**src/rtl/ifu_pkg.sv**
```systemverilog
// ifu_pkg: shared RISC-V fetch constants and the buffered fetch entry type
package ifu_pkg;
  localparam int XLEN = 32;
  localparam logic [XLEN-1:0] INST_NOP = 32'h0000_0013;
  localparam logic [XLEN-1:0] ZERO_WORD = 32'h0000_0000;
  localparam logic [XLEN-1:0] DEFAULT_RESET_PC = 32'h0000_0000;
  typedef struct packed {
    logic [XLEN-1:0] addr;
    logic [XLEN-1:0] inst;
  } fetch_t;
endpackage

```
**src/rtl/ifu_if.sv**
```systemverilog
// ifu_if: instruction-memory port, execute redirect and fetch/decode handshake
interface ifu_if;
  import ifu_pkg::*;
  logic            req_valid_o;
  logic [XLEN-1:0] req_addr_o;
  logic            req_ready_i;
  logic            rsp_valid_i;
  logic [XLEN-1:0] rsp_data_i;
  logic            jump_en_i;
  logic [XLEN-1:0] jump_addr_i;
  logic            inst_valid_o;
  logic            inst_ready_i;
  logic [XLEN-1:0] inst_o;
  logic [XLEN-1:0] inst_addr_o;
  modport master (
    output req_valid_o, req_addr_o, inst_valid_o, inst_o, inst_addr_o,
    input  req_ready_i, rsp_valid_i, rsp_data_i, jump_en_i, jump_addr_i, inst_ready_i
  );
  modport slave (
    input  req_valid_o, req_addr_o, inst_valid_o, inst_o, inst_addr_o,
    output req_ready_i, rsp_valid_i, rsp_data_i, jump_en_i, jump_addr_i, inst_ready_i
  );
endinterface

```
**src/rtl/ifu_fifo.sv**
```systemverilog
// ifu_fifo: synchronous FIFO with flush; flush wins over push and pop
module ifu_fifo #(
  parameter int W = 32,
  parameter int D = 2,
  localparam int CW = $clog2(D + 1),
  localparam int AW = D > 1 ? $clog2(D) : 1
) (
  input  logic          clk,
  input  logic          rst,
  input  logic          flush_i,
  input  logic          push_i,
  input  logic          pop_i,
  input  logic [W-1:0]  din_i,
  output logic [W-1:0]  dout_o,
  output logic          empty_o,
  output logic          full_o,
  output logic [CW-1:0] count_o
);
  logic [W-1:0] mem_q [D];
  logic [AW-1:0] rd_q, wr_q, rd_d, wr_d;
  logic [CW-1:0] cnt_q, cnt_d;
  logic do_push, do_pop;
  // pointer/count next state; a push into a full FIFO is allowed only alongside a pop
  always_comb begin
    do_pop = pop_i & ~empty_o;
    do_push = push_i & (~full_o | do_pop);
    rd_d = do_pop ? (rd_q == AW'(D - 1) ? '0 : rd_q + 1'b1) : rd_q;
    wr_d = do_push ? (wr_q == AW'(D - 1) ? '0 : wr_q + 1'b1) : wr_q;
    cnt_d = cnt_q + CW'(do_push) - CW'(do_pop);
  end
  // pointers and occupancy
  always_ff @(posedge clk) begin
    if (rst || flush_i) begin
      rd_q <= '0;
      wr_q <= '0;
      cnt_q <= '0;
    end else begin
      rd_q <= rd_d;
      wr_q <= wr_d;
      cnt_q <= cnt_d;
    end
  end
  // storage needs no reset; stale slots are never read while empty
  always_ff @(posedge clk) begin
    if (do_push) mem_q[wr_q] <= din_i;
  end
  // the producer's credit scheme must never push into a full FIFO
  always_ff @(posedge clk) begin
    if (!rst && !flush_i) assert (!(push_i && full_o && !pop_i));
  end
  assign dout_o = mem_q[rd_q];
  assign empty_o = cnt_q == '0;
  assign full_o = cnt_q == CW'(D);
  assign count_o = cnt_q;
endmodule

```
**src/rtl/ifu.sv**
```systemverilog
// ifu: instruction fetch unit issuing in-order word reads and buffering results for decode
module ifu
  import ifu_pkg::*;
#(
  parameter logic [XLEN-1:0] RESET_PC = DEFAULT_RESET_PC,
  parameter int MAX_OUTSTANDING = 2,
  parameter int BUF_DEPTH = 2,
  localparam int OW = $clog2(MAX_OUTSTANDING + 1),
  localparam int BW = $clog2(BUF_DEPTH + 1)
) (
  input logic   clk,
  input logic   rst,
  ifu_if.master bus
);
  logic [XLEN-1:0] pc_q, pc_d;
  logic [OW-1:0] out_q, out_d, kill_q, kill_d, aq_cnt;
  logic [BW-1:0] buf_cnt;
  logic [XLEN-1:0] aq_addr;
  logic aq_empty, aq_full, buf_empty, buf_full, accept, buf_push;
  fetch_t head;
  // issue credit, redirect and kill bookkeeping
  always_comb begin
    bus.req_valid_o = !rst && !bus.jump_en_i && int'(out_q) < MAX_OUTSTANDING
                      && int'(out_q) - int'(kill_q) + int'(buf_cnt) < BUF_DEPTH;
    bus.req_addr_o = pc_q;
    accept = bus.req_valid_o & bus.req_ready_i;
    buf_push = bus.rsp_valid_i & (kill_q == '0) & ~bus.jump_en_i;
    pc_d = bus.jump_en_i ? {bus.jump_addr_i[XLEN-1:2], 2'b00} : accept ? pc_q + 32'd4 : pc_q;
    out_d = out_q + OW'(accept) - OW'(bus.rsp_valid_i);
    kill_d = bus.jump_en_i ? out_q - OW'(bus.rsp_valid_i)
           : (bus.rsp_valid_i && kill_q != '0) ? kill_q - 1'b1 : kill_q;
    bus.inst_valid_o = ~buf_empty;
    bus.inst_o = buf_empty ? INST_NOP : head.inst;
    bus.inst_addr_o = buf_empty ? ZERO_WORD : head.addr;
  end
  // pc and in-flight counters
  always_ff @(posedge clk) begin
    if (rst) begin
      pc_q <= RESET_PC;
      out_q <= '0;
      kill_q <= '0;
    end else begin
      pc_q <= pc_d;
      out_q <= out_d;
      kill_q <= kill_d;
    end
  end
  // in-flight tracking must match the address queue and never answer an absent request
  always_ff @(posedge clk) begin
    if (!rst) assert (aq_cnt == out_q && kill_q <= out_q && !(bus.rsp_valid_i && aq_empty) && !(accept && aq_full && !bus.rsp_valid_i));
  end
  ifu_fifo #(.W(XLEN), .D(MAX_OUTSTANDING)) u_addr_q (
    .clk(clk), .rst(rst), .flush_i(1'b0),
    .push_i(accept), .pop_i(bus.rsp_valid_i), .din_i(pc_q),
    .dout_o(aq_addr), .empty_o(aq_empty), .full_o(aq_full), .count_o(aq_cnt)
  );
  ifu_fifo #(.W($bits(fetch_t)), .D(BUF_DEPTH)) u_rsp_buf (
    .clk(clk), .rst(rst), .flush_i(bus.jump_en_i),
    .push_i(buf_push), .pop_i(bus.inst_ready_i), .din_i({aq_addr, bus.rsp_data_i}),
    .dout_o(head), .empty_o(buf_empty), .full_o(buf_full), .count_o(buf_cnt)
  );
  // a jump flushes the buffer, so a full buffer is only a concern when no flush happens
  always_ff @(posedge clk) begin
    if (!rst && !bus.jump_en_i) assert (!(buf_push && buf_full && !bus.inst_ready_i));
  end
endmodule

```
**src/flat_wrapper.sv**
```systemverilog
// flat-port wrapper written by rule: the top's interface ports become plain ports
module ifu_flat import ifu_pkg::*;
#(
  parameter logic [XLEN-1:0] RESET_PC = DEFAULT_RESET_PC,
  parameter int MAX_OUTSTANDING = 2,
  parameter int BUF_DEPTH = 2,
  localparam int OW = $clog2(MAX_OUTSTANDING + 1),
  localparam int BW = $clog2(BUF_DEPTH + 1)
)
  (clk, rst, bus_req_valid_o, bus_req_addr_o, bus_inst_valid_o, bus_inst_o, bus_inst_addr_o, bus_req_ready_i, bus_rsp_valid_i, bus_rsp_data_i, bus_jump_en_i, bus_jump_addr_i, bus_inst_ready_i);
  ifu_if bus_i ();
  input logic clk;
  input logic rst;
  output wire logic [$bits(bus_i.req_valid_o)-1:0] bus_req_valid_o;
  output wire logic [$bits(bus_i.req_addr_o)-1:0] bus_req_addr_o;
  output wire logic [$bits(bus_i.inst_valid_o)-1:0] bus_inst_valid_o;
  output wire logic [$bits(bus_i.inst_o)-1:0] bus_inst_o;
  output wire logic [$bits(bus_i.inst_addr_o)-1:0] bus_inst_addr_o;
  input wire logic [$bits(bus_i.req_ready_i)-1:0] bus_req_ready_i;
  input wire logic [$bits(bus_i.rsp_valid_i)-1:0] bus_rsp_valid_i;
  input wire logic [$bits(bus_i.rsp_data_i)-1:0] bus_rsp_data_i;
  input wire logic [$bits(bus_i.jump_en_i)-1:0] bus_jump_en_i;
  input wire logic [$bits(bus_i.jump_addr_i)-1:0] bus_jump_addr_i;
  input wire logic [$bits(bus_i.inst_ready_i)-1:0] bus_inst_ready_i;
  assign bus_req_valid_o = bus_i.req_valid_o;
  assign bus_req_addr_o = bus_i.req_addr_o;
  assign bus_inst_valid_o = bus_i.inst_valid_o;
  assign bus_inst_o = bus_i.inst_o;
  assign bus_inst_addr_o = bus_i.inst_addr_o;
  assign bus_i.req_ready_i = bus_req_ready_i;
  assign bus_i.rsp_valid_i = bus_rsp_valid_i;
  assign bus_i.rsp_data_i = bus_rsp_data_i;
  assign bus_i.jump_en_i = bus_jump_en_i;
  assign bus_i.jump_addr_i = bus_jump_addr_i;
  assign bus_i.inst_ready_i = bus_inst_ready_i;
  ifu #(.RESET_PC(RESET_PC), .MAX_OUTSTANDING(MAX_OUTSTANDING), .BUF_DEPTH(BUF_DEPTH)) u_core (.clk(clk), .rst(rst), .bus(bus_i));
endmodule
```
**config.mk**
```make
export PLATFORM = sky130hd
export DESIGN_NAME = ifu_flat
export DESIGN_NICKNAME = d
export VERILOG_FILES = /design/src/rtl/ifu_pkg.sv /design/src/rtl/ifu_if.sv /design/src/rtl/ifu_fifo.sv /design/src/rtl/ifu.sv /design/src/flat_wrapper.sv
export SDC_FILE = /design/constraint.sdc
export NUM_CORES = 1
export LEC_CHECK = 0
export CELL_PAD_IN_SITES_DETAIL_PLACEMENT = 1
export CELL_PAD_IN_SITES_GLOBAL_PLACEMENT = 1
export CORE_MARGIN = 4
export CORE_UTILIZATION = 43
export DETAILED_ROUTE_END_ITERATION = 8
export PLACE_DENSITY = 0.91
export SYNTH_ARGS = -nofsm -noshare
export SYNTH_HDL_FRONTEND = slang
export SYNTH_SLANG_ARGS = --single-unit
```
**constraint.sdc**
```tcl
create_clock -name clk -period 6.43 [get_ports clk]
set_input_delay 1.286 -clock clk [delete_from_list [all_inputs] [get_ports clk]]
set_output_delay 1.286 -clock clk [all_outputs]
set_load 0.03 [all_outputs]
```
==> qor.yml, run 1 <==
global_route:
  grt_pass1_vias: 7048
  grt_max_degree: 61
  grt_usage: 0.2046
  grt_overflow_total: 0
  grt_first_pass_wirelength_microns: 39610
  antenna_found_initial: 0
synth:
  yosysTopAreaCell: "edfxtp_1"
  synth-edff-count: 184
  synth-main-ff-cell: "edfxtp_1"
  synth-seq-cells: 228
  syn_inst: 703
  synth_area_leaders: "edfxtp_1 58%, dfxtp_1 9.2%, mux2i_1 6.6%"
  synth_top_area_share: 0.5761
  synth-async-reset-ratio: 0
  avgSynthCellArea_sq_um: 13.64
  yosysSeqAreaShare: 0.6679
  syn_area_sq_mm: 0.009592
  yosysWarnings: 0
  yosysUniqueCellTypes: 59
detailed_routing:
  vias: 6488
  highest_layer: "met4"
  antenna_left: 0
  wl_per_cell_microns: 21.99
  met3_length_microns: 1597
  drtIter0Drc: 436
  dr.pass1.iters: 5
  met2WireLength_microns: 12910
  drt_wl_total_microns: 25580
  vias_per_cell: 5.579
  wl_met1_microns: 10250
  drc: 0
floorplanning:
  core-area_sq_mm: 0.02189
  die-area_sq_mm: 0.02476
  dieWidth_microns: 157.4
  die_y_microns: 157.4
  start_util: 0.4382
  num_rows: 54
  num_io_pins: 168
job:
  drv_cap: 0
critical_path:
  cp.arrival_ps: 3880
  crit_fanout: 7
  end_kind: "output pin"
  worstPathRequired_ps: 5140
  critPathKind: "reg2out"
  critPathLaunchType: "flip-flop"
clocking:
  htree_levels: 1
  cts.repair.resized: 0
  tritoncts: "yes"
  insertion_delay_ps: 500
  clock_path_buffers: 3
  clk_pin_slew_ps: 60
  post_cts_buffers: 0
  ctsHoldBuffers: 0
  cts_made_buffers: 24
  cts_sinks: 228
  cts_root_buf: "clkbuf_16"
layout:
  multi_input_area_sq_mm: 0.003000
  fill_cells: 2151
  drive_gt1_frac: 0.1121
  antenna_cells: 0
  seq_area_sq_mm: 0.006410
  area_growth_pct: 28.93
  fin_nets: 951
  fin_area_sq_mm: 0.01237
timing:
  min_period_over_period: 0.8031
  tns_ps: 0
  drv_slew: 0
  finClkSkew_ps: 9.524
  final.min_clock_period_ps: 5164
  rsz0062_at_grt: "false"
  relSlewSlack: 0.09884
  worst_pin_slew_ps: 1352
  hold_slack_ps: 527.1
  fmax_mhz: 193.6
  setup_viol: 0
  finalHoldViolCount: 0
power:
  p_leak_nw: 3.983
  ir_worst_vdd_mv: 0.1771
  powerDensity_mw_per_mm2: 290.5
  p_total_mw: 3.592
min_path:
  hp-class: "reg2reg"
status:
  outcome: "completed"
placed_design:
  dpl-instance-area_sq_mm: 0.01150
  dp.final_hpwl_microns: 16560
  gp_congestion: 0.8057
  portBuffers: 161
-- routing by layer --
layer | GRT usage | vias up
met5 | 0 | -
met4 | 0.06760 | 0
met3 | 0.03299 | 51
met2 | 0.3580 | 247
met1 | 0.2601 | 3246
li1 | - | 2944
-- cells in the mapped netlist, drive strengths merged (10+ instances only) --
cell type  count
a211oi        11
nand3         12
edfxtp       184
o21ai         14
buf           12
ha            14
dfxtp         44
a21oi         18
mux2i         63
clkbuf        27
nor2          80
inv           14
nand2         41
nand4         10
nor3          17
mux2          30
-- path summary, 6_finish.rpt --
kind | slack, ps | startpoint | endpoint | depth (start not counted)
worst max-delay path | 1270 | u_core.kill_q[0] | bus_req_valid_o | 11
worst min register to register | 530 | u_core.u_addr_q.rd_q | flip-flop | 2
worst min-delay path | 530 | u_core.u_addr_q.rd_q | flip-flop | 2
worst max register to register | 2120 | u_core.kill_q[0] | u_core.bus.req_addr_o[28] | 12
-- cells in the final DEF (no fill, tap or decap), drive strengths merged, types with 15 or more instances in the layout --
cell / instances
inv: 15
a21oi: 18
mux2: 30
clkdlybuf4s50: 160
nand2: 41
clkbuf: 29
edfxtp: 184
nor2: 80
nor3: 17
dfxtp: 44
mux2i: 63
-- kinds of logic (layout without fill, tap and decap cells) --
group                      Yosys count  count (layout)  share of synthesized area
DFF                                228             228                     0.6679
and+or+nand+nor                    216             216                     0.1170
muxes                               93              93                     0.1010
AOI/OAI and AO/OA                   83              83                    0.05674
buffers and inverters               53             230                    0.02270
adders and majority gates           16              16                    0.02244
xor gates and xnor gates            13              13                    0.01187
other                                1               4                  0.0003910
-- sequential cells by signal (all words and copies together) (netlist names), named ones only --
register	cells
u_core.u_addr_q.rd_q	1
u_core.u_rsp_buf.mem_q	124
u_core.u_addr_q.wr_q	1
u_core.u_rsp_buf.rd_q	1
u_core.kill_q	2
u_core.u_addr_q.count_o	2
u_core.out_q	2
u_core.u_rsp_buf.count_o	2
u_core.bus.req_addr_o	30
u_core.u_addr_q.mem_q	60
u_core.u_rsp_buf.wr_q	1
-- report_power, final --
group,switching (mW),internal (mW),leakage [nW]
logic,0.228,0.167,1.53
clock network,0.572,0.926,0.416
registers,0.0449,1.65,2.04
-- critical path, cell delays in order (launching register included) --
cell	delay [ps]
dfxtp_1	330
ha_1	220
fa_1	480
inv_1	60
ha_1	260
and2_1	160
o21ai_0	270
ha_1	290
and4b_1	200
a31o_2	300
and2_1	210
clkdlybuf4s50_1	610
-- cell type report --
type                       count  share of cell area
tap                          280             0.02833
timing repair buffer         172              0.1366
clock buffer                  29             0.05261
clock inverter                15             0.01730
multi-input combinational    425              0.2426
sequential                   228              0.5183
inverter                      14            0.004249
-- stage by stage --
| stage | utilization | worst slack, ps | cells |
|---|---|---|---|
| after floorplan | - | 1326 | 706 |
| after global placement | 0.5254 | 1898 | 1119 |
| after detailed placement | 0.5254 | 1794 | 1119 |
| after CTS | 0.5649 | 1248 | 1163 |
| after global routing | 0.5649 | 1103 | 1163 |
| final | 0.5649 | 1266 | 1163 |
No activity file was read; power rests on OpenSTA's default activity.
==> run 2: changes to the inputs <==
- clock period: 6.43 -> 5.4 ns (I/O delays scaled with it)
==> run 2 against run 1 <==
  * Critical path depth unchanged
  * Wire length down 2.2%
  * Sequential share of layout area up 0.30 points
  * Critical path type unchanged
==> qor.yml, run 2 (synthesis results as in run 1) <==
status:
  outcome: "completed"
clocking:
  cts_root_buf: "clkbuf_16"
  cts.repair.resized: 0
  cts_made_buffers: 24
  post_cts_buffers: 0
  clk_pin_slew_ps: 60
  htree_levels: 1
  clock_path_buffers: 3
  ctsHoldBuffers: 0
  insertion_delay_ps: 510
  cts_sinks: 228
  tritoncts: "yes"
timing:
  drv_slew: 0
  finClkSkew_ps: 9.501
  final.min_clock_period_ps: 4973
  setup_viol: 0
  rsz0062_at_grt: "false"
  fmax_mhz: 201.1
  min_period_over_period: 0.9208
  finalHoldViolCount: 0
  worst_pin_slew_ps: 981.5
  hold_slack_ps: 521.3
  tns_ps: 0
  relSlewSlack: 0.3457
min_path:
  hp-class: "reg2reg"
power:
  ir_worst_vdd_mv: 0.1754
  p_total_mw: 4.088
  powerDensity_mw_per_mm2: 332.5
  p_leak_nw: 3.956
placed_design:
  portBuffers: 161
  dp.cells: 1121
  dp.final_hpwl_microns: 16750
  gp_congestion: 0.7893
global_route:
  grt_max_degree: 58
  grt_usage: 0.2002
  antenna_found_initial: 1
  grt_overflow_total: 0
  grt_pass1_vias: 6818
  grt_first_pass_wirelength_microns: 38700
layout:
  final_cell_mix: "184 x edfxtp_1, 160 x clkdlybuf4s50_1, 78 x nor2_1"
  largest_reg_flops: 124
  area_growth_pct: 28.19
  layout_commonest_cell: "edfxtp_1"
  fin_nets: 953
  fin_cells: 1165
  drive_gt1_frac: 0.1073
  top_register: "u_core.u_rsp_buf.mem_q"
  antenna_cells: 0
detailed_routing:
  drt_wl_total_microns: 25010
  wl_per_cell_microns: 21.47
  drtIter0Drc: 352
  drc: 0
  dr.pass1.iters: 5
  antenna_left: 0
  vias_per_cell: 5.486
  vias: 6391
floorplanning:
  start_util: 0.4382
  dieWidth_microns: 157.4
  num_rows: 54
  num_io_pins: 168
  die-area_sq_mm: 0.02476
  die_y_microns: 157.4
  core-area_sq_mm: 0.02189
critical_path:
  cp.arrival_ps: 3890
  critPathLaunchType: "flip-flop"
  crit_fanout: 7
  worstPathRequired_ps: 4320
  critPathKind: "reg2out"
  end_kind: "output pin"
job:
  drv_cap: 0
==> run 2: cell types whose count changed in the layout (fill, tap and decap cells not counted), sizes merged <==
| cell | change |
|---|---|
| buf | +2 |
| bufinv | -4 |
| clkbuf | +6 |
| clkinvlp | -2 |
==> run 2: per-layer routing <==
layer | track usage | wire, microns | part of all wire
met3 | 0.03107 | 1383 | 0.055
met1 | 0.2576 | 10290 | 0.41
met4 | 0.05244 | 474 | 0.019
met5 | 0 | 0 | 0
met2 | 0.3546 | 12860 | 0.51
==> run 2: where the power goes <==
| group | switching [mW] | internal, mW |
|---|---|---|
| Combinational | 0.270 | 0.202 |
| Clock | 0.650 | 0.941 |
| Sequential | 0.0552 | 1.97 |
| Total | 0.976 | 3.11 |
==> run 2: worst paths after layout <==
kind | startpoint | to | slack (ps) | cells after the start
max | u_core.kill_q[0] | bus_req_valid_o | 430 | 11
min | u_core.u_addr_q.rd_q | u_core.u_addr_q.rd_q | 520 | 2
max reg2reg | u_core.kill_q[0] | u_core.bus.req_addr_o[22] | 1540 | 12
min reg2reg | u_core.u_addr_q.rd_q | u_core.u_addr_q.rd_q | 520 | 2
==> run 2: metrics by stage <==
| stage | util | area (sq um) | worst slack (ps) |
|---|---|---|---|
| 2_1_floorplan | - | 9603 | 296.1 |
| 3_3_place_gp | 0.5267 | 11530 | 1069 |
| 3_5_place_dp | 0.5267 | 11530 | 959.5 |
| 4_1_cts | 0.5617 | 12300 | 390.4 |
| 5_1_grt | 0.5617 | 12300 | 220.2 |
| 6_report | 0.5617 | 12300 | 427.5 |
==> run 2: cell type report <==
type,instances,area [sq um]
Fill cell,2153,9595
Sequential cell,228,6410
Multi-Input combinational cell,425,3000
Timing Repair Buffer,174,1717
Clock buffer,35,694.4
Tap cell,280,350.3
Clock inverter,9,71.32
Inverter,14,52.55
==> run 2: critical path, cell delays in order (launching register included) <==
cell and delay [ps]:
dfxtp_1 340, ha_1 220, fa_1 480, inv_1 60, ha_1 260, and2_1 160, o21ai_0 250, ha_1 280
and4b_1 210, a31o_2 320, and2_1 200, clkdlybuf4s50_1 600
==> run 3: changes to the inputs <==
- ABC_CLOCK_PERIOD_IN_PS: not set -> 5400
==> results of run 3 <==
No change in the layout: final DEF, timing and power equal those of run 2.
